--- src/rtl/complex_mult_pipe.sv ---
// Four-stage signed fixed-point complex multiplier (A*B or A*conj(B)) with
// rounding, saturation and a stall-able valid/ready handshake.
module complex_mult_pipe #(
  parameter int W     = 18,
  parameter bit ROUND = 1'b1
) (
  input  logic         clk,
  input  logic         rst,
  input  logic [W-1:0] DinAR,
  input  logic [W-1:0] DinAI,
  input  logic [W-1:0] DinBR,
  input  logic [W-1:0] DinBI,
  input  logic         DinConj,
  input  logic         DinValid,
  output logic         DinReady,
  output logic [W-1:0] DoutR,
  output logic [W-1:0] DoutI,
  output logic         DoutOvf,
  output logic         DoutValid,
  input  logic         DoutReady,
  output logic         OvfSticky
);

  localparam int PW = 2 * W;
  localparam int SW = 2 * W + 1;
  localparam int XW = 2 * W + 2;

  localparam logic signed [XW-1:0] ROUND_BIAS = ROUND ? (XW'(1) << (W - 2)) : '0;
  localparam logic signed [XW-1:0] SAT_MAX    = (XW'(1) << (W - 1)) - XW'(1);
  localparam logic signed [XW-1:0] SAT_MIN    = -(XW'(1) << (W - 1));

  logic advance;

  logic                 s1_valid_q, s1_valid_d;
  logic                 s1_conj_q, s1_conj_d;
  logic signed [W-1:0]  s1_ar_q, s1_ar_d;
  logic signed [W-1:0]  s1_ai_q, s1_ai_d;
  logic signed [W-1:0]  s1_br_q, s1_br_d;
  logic signed [W-1:0]  s1_bi_q, s1_bi_d;

  logic                 s2_valid_q, s2_valid_d;
  logic                 s2_conj_q, s2_conj_d;
  logic signed [PW-1:0] s2_rr_q, s2_rr_d;
  logic signed [PW-1:0] s2_ii_q, s2_ii_d;
  logic signed [PW-1:0] s2_ri_q, s2_ri_d;
  logic signed [PW-1:0] s2_ir_q, s2_ir_d;

  logic                 s3_valid_q, s3_valid_d;
  logic signed [SW-1:0] s3_re_q, s3_re_d;
  logic signed [SW-1:0] s3_im_q, s3_im_d;

  logic                 dout_valid_q, dout_valid_d;
  logic [W-1:0]         dout_r_q, dout_r_d;
  logic [W-1:0]         dout_i_q, dout_i_d;
  logic                 dout_ovf_q, dout_ovf_d;
  logic                 ovf_sticky_q, ovf_sticky_d;

  logic signed [XW-1:0] rnd_re, rnd_im;
  logic signed [XW-1:0] shf_re, shf_im;
  logic [W-1:0]         sat_re, sat_im;
  logic                 ovf_re, ovf_im;

  // A single global enable: the whole pipe moves only when the output slot frees up.
  assign advance  = !dout_valid_q || DoutReady;
  assign DinReady = advance;

  assign DoutR     = dout_r_q;
  assign DoutI     = dout_i_q;
  assign DoutOvf   = dout_ovf_q;
  assign DoutValid = dout_valid_q;
  assign OvfSticky = ovf_sticky_q;

  always_comb begin
    rnd_re = XW'(s3_re_q) + ROUND_BIAS;
    rnd_im = XW'(s3_im_q) + ROUND_BIAS;
    shf_re = rnd_re >>> (W - 1);
    shf_im = rnd_im >>> (W - 1);

    sat_re = shf_re[W-1:0];
    ovf_re = 1'b0;
    if (shf_re > SAT_MAX) begin
      sat_re = SAT_MAX[W-1:0];
      ovf_re = 1'b1;
    end else if (shf_re < SAT_MIN) begin
      sat_re = SAT_MIN[W-1:0];
      ovf_re = 1'b1;
    end

    sat_im = shf_im[W-1:0];
    ovf_im = 1'b0;
    if (shf_im > SAT_MAX) begin
      sat_im = SAT_MAX[W-1:0];
      ovf_im = 1'b1;
    end else if (shf_im < SAT_MIN) begin
      sat_im = SAT_MIN[W-1:0];
      ovf_im = 1'b1;
    end
  end

  always_comb begin
    s1_valid_d   = s1_valid_q;
    s1_conj_d    = s1_conj_q;
    s1_ar_d      = s1_ar_q;
    s1_ai_d      = s1_ai_q;
    s1_br_d      = s1_br_q;
    s1_bi_d      = s1_bi_q;
    s2_valid_d   = s2_valid_q;
    s2_conj_d    = s2_conj_q;
    s2_rr_d      = s2_rr_q;
    s2_ii_d      = s2_ii_q;
    s2_ri_d      = s2_ri_q;
    s2_ir_d      = s2_ir_q;
    s3_valid_d   = s3_valid_q;
    s3_re_d      = s3_re_q;
    s3_im_d      = s3_im_q;
    dout_valid_d = dout_valid_q;
    dout_r_d     = dout_r_q;
    dout_i_d     = dout_i_q;
    dout_ovf_d   = dout_ovf_q;

    if (advance) begin
      s1_valid_d   = DinValid;
      s1_conj_d    = DinConj;
      s1_ar_d      = DinAR;
      s1_ai_d      = DinAI;
      s1_br_d      = DinBR;
      s1_bi_d      = DinBI;

      s2_valid_d   = s1_valid_q;
      s2_conj_d    = s1_conj_q;
      s2_rr_d      = s1_ar_q * s1_br_q;
      s2_ii_d      = s1_ai_q * s1_bi_q;
      s2_ri_d      = s1_ar_q * s1_bi_q;
      s2_ir_d      = s1_ai_q * s1_br_q;

      // Conjugating B only flips the sign of BI, i.e. of the ii and ri terms.
      s3_valid_d   = s2_valid_q;
      s3_re_d      = s2_conj_q ? (s2_rr_q + s2_ii_q) : (s2_rr_q - s2_ii_q);
      s3_im_d      = s2_conj_q ? (s2_ir_q - s2_ri_q) : (s2_ri_q + s2_ir_q);

      dout_valid_d = s3_valid_q;
      dout_r_d     = sat_re;
      dout_i_d     = sat_im;
      dout_ovf_d   = ovf_re | ovf_im;
    end

    ovf_sticky_d = ovf_sticky_q | (dout_valid_q & DoutReady & dout_ovf_q);
  end

  always_ff @(posedge clk) begin
    if (rst) begin
      s1_valid_q   <= 1'b0;
      s2_valid_q   <= 1'b0;
      s3_valid_q   <= 1'b0;
      dout_valid_q <= 1'b0;
      dout_r_q     <= '0;
      dout_i_q     <= '0;
      dout_ovf_q   <= 1'b0;
      ovf_sticky_q <= 1'b0;
    end else begin
      s1_valid_q   <= s1_valid_d;
      s2_valid_q   <= s2_valid_d;
      s3_valid_q   <= s3_valid_d;
      dout_valid_q <= dout_valid_d;
      dout_r_q     <= dout_r_d;
      dout_i_q     <= dout_i_d;
      dout_ovf_q   <= dout_ovf_d;
      ovf_sticky_q <= ovf_sticky_d;
    end
  end

  // Datapath registers need no reset; their valid bits qualify them.
  always_ff @(posedge clk) begin
    s1_conj_q <= s1_conj_d;
    s1_ar_q   <= s1_ar_d;
    s1_ai_q   <= s1_ai_d;
    s1_br_q   <= s1_br_d;
    s1_bi_q   <= s1_bi_d;
    s2_conj_q <= s2_conj_d;
    s2_rr_q   <= s2_rr_d;
    s2_ii_q   <= s2_ii_d;
    s2_ri_q   <= s2_ri_d;
    s2_ir_q   <= s2_ir_d;
    s3_re_q   <= s3_re_d;
    s3_im_q   <= s3_im_d;
  end

endmodule

--- config.mk ---
export PLATFORM = sky130hd
export DESIGN_NAME = complex_mult_pipe
export DESIGN_NICKNAME = d
export VERILOG_FILES = /design/src/rtl/complex_mult_pipe.sv
export SDC_FILE = /design/constraint.sdc
export NUM_CORES = 2
export LEC_CHECK = 0
export CAP_MARGIN = 20
export CORE_ASPECT_RATIO = 2
export CORE_MARGIN = 5
export CORE_UTILIZATION = 50
export CTS_CLUSTER_DIAMETER = 150
export DETAILED_ROUTE_END_ITERATION = 6
export PLACE_DENSITY = 0.77
export SYNTH_ARGS = -nofsm -noshare
export SYNTH_HDL_FRONTEND = slang
export SYNTH_SLANG_ARGS = --single-unit
--- constraint.sdc ---
create_clock -name clk -period 59.7 [get_ports clk]
set_input_delay 17.91 -clock clk [delete_from_list [all_inputs] [get_ports clk]]
set_output_delay 17.91 -clock clk [all_outputs]
set_load 0.05 [all_outputs]
==> run metrics <==
Clock Sinks 302; Hold-fix buffers, CTS 0; gr ovfl total 0; Synthesis Warnings 0; hold depth 0; num rows 184; pin count of the biggest net entering global routing 151; commonest non-fill, non-tap cell in the layout inv_1; Req. time, crit path 41.79 ns; Detail Placement HPWL 120000 um; FFs w/ async S/R, synth 0%; vias in the first global route 48230; syn_area_per_cell 9.56 um2; Final Cycle Share between 60% and 70%; Final GP Congestion 0.936; slew margin rel. 28.4%; Design Area, Final around 67000 um2; max-slew violations 0; wire length per cell around 19 um; first-pass GRT wire length 258000 um; layout cell share with drive strength beyond 1 2.69%; Nets 8354; number of synthesized flops with an enable pin 260; RSZ-0062 raised after global routing no; Root Driver clkbuf_16; Yosys reg bits 302; Area growth, synth to finish 6.30%; worst min path class flip-flop to flip-flop; Post-DRT Antenna Nets 0; Setup-failing EPs final 0; CTS Buf Count 35; Max-Cap Viols 0; via count 44344; Slew @ Worst Pin 1.07 ns; crit path capture type output pin; clk_lat worst skew roughly 0.6 ns; syn_nets 8407; Hold Vio Cnt, Final 0; width of the die 261 um; Setup CP Type input pin to output pin; CP Data Arrival Time between 20 and 25 ns; # IOs 117; min Tclk post-route 38.04 ns; 1st-pass router iterations 6; vias per cell 5.40; core footprint 125000 um2; synthesized instance count 6568; commonest cells after routing, fill and taps aside inv_1, fa_1, and2_1; Most used DFF post-synth edfxtp_1; Max Clk Rate 0.0263 GHz; Fillers 11087; Die ar. 133000 um2; Max Root-Sink Buffers 3; Initial DRC Count a little over 3000; chip height 511 um; reg2reg path depth 24; CTS tree done; critical path peak fanout 83; register area share after synthesis between 10 and 15%; setup_tns 0 ns; H-Tree Depth 2; Post CTS Setup Buffer Count 0; status finished, final reports clean; startpoint types input pin; Cell Area, Synth 62800 um2; I/O Buffers around 120; final WL approximately 160000 um; initial core utilization 50.1%; initial antenna violation count 0; clock skew 0.0186 ns; Clock Pin Slew Worst Setup and Hold Paths 0.07 ns; Post-route DRC 0; Yosys cell types between 80 and 90; area of placed instances roughly 66000 um2; total track usage about a quarter; post_cts resized 0
synth_stat cells (all sizes together) (69+ instances only):
master | number | area share (%)
a21oi | 194 | 1.6
and2 | 669 | 6.7
clkbuf | 288 | 1.7
edfxtp | 260 | 12
fa | 1316 | 42
ha | 446 | 8.9
inv | 1527 | 9.1
nand2 | 653 | 3.9
nor2 | 243 | 1.5
nor3 | 78 | 0.62
o21ai | 89 | 0.72
xnor2 | 203 | 2.8
xor2 | 69 | 0.96
cell type report:
cell class	instances	area, um2	area share [%]
repair buffers	201	1800	2.70
clock inverters	22	201	0.302
clock buffers	41	941	1.41
diodes	1	2.50	0.00375
inverters	1529	5750	8.61
multi-input cells	4446	47300	70.9
flip-flops and latches	302	8650	13.0
well taps	1674	2090	3.14
worst max-delay path, stage by stage:
cell	delay [ns]
clkdlybuf4s50_1	0.50
nor2b_2	0.05
buf_4	0.23
inv_8	0.38
clkdlybuf4s50_1	0.96
registers in the layout (all words and copies together), names as in the netlist, 18 cells and up:
signal	flops
s3_im_q	21
s1_br_q	18
DoutI	18
s2_ir_q	36
s2_ii_q	36
s1_ar_q	18
s1_bi_q	18
s2_rr_q	36
DoutR	18
s1_ai_q	18
s2_ri_q	36
s3_re_q	21
per-layer routing:
layer	global-route usage (%)	vias up	wire length, um
li1	-	19634	-
met1	29.4	22506	57200
met2	40.3	1704	74700
met3	3.13	500	10200
met4	18.2	0	15600
met5	0	-	0
path summary, 6_finish.rpt:
kind / start / endpoint / slack (ns)
setup reg to reg: s1_ai_q[17] / s2_ii_q[34] / 51.73
hold / removal: s1_conj_q / s2_conj_q / 0.43
setup / recovery: DoutReady / DinReady / 21.66
hold reg to reg: s1_conj_q / s2_conj_q / 0.43
cells by family (layout without fill, tap and decap cells):
| family | count (synthesis) | in the layout | share of synthesized area, % |
|---|---|---|---|
| buffers and inverters | 1820 | 1793 | 10.9 |
| AOI/OAI and AO/OA | 546 | 546 | 5.58 |
| muxes | 4 | 4 | 0.0658 |
| adders and majority gates | 1762 | 1762 | 50.9 |
| and+or+nand+nor | 1862 | 1862 | 15.0 |
| other | 0 | 1 | 0 |
| DFF | 302 | 302 | 13.8 |
| xor gates and xnor gates | 272 | 272 | 3.80 |
per-stage QoR:
step | std cells | worst slack (ns) | hold WS, ns | util (%)
6_report | 8216 | 21.66 | 0.428 | 53.3
5_1_grt | 8215 | 21.50 | 0.438 | 53.3
4_1_cts | 8214 | 21.61 | 0.433 | 53.3
3_5_place_dp | 8151 | 21.62 | 0.425 | 52.4
3_3_place_gp | 8151 | 21.61 | 0.416 | 52.4
2_1_floorplan | 6568 | 15.99 | 0.400 | -
Power is not shown: default switching activity piles up to over one toggle a cycle in this logic, so the estimate is an artifact.
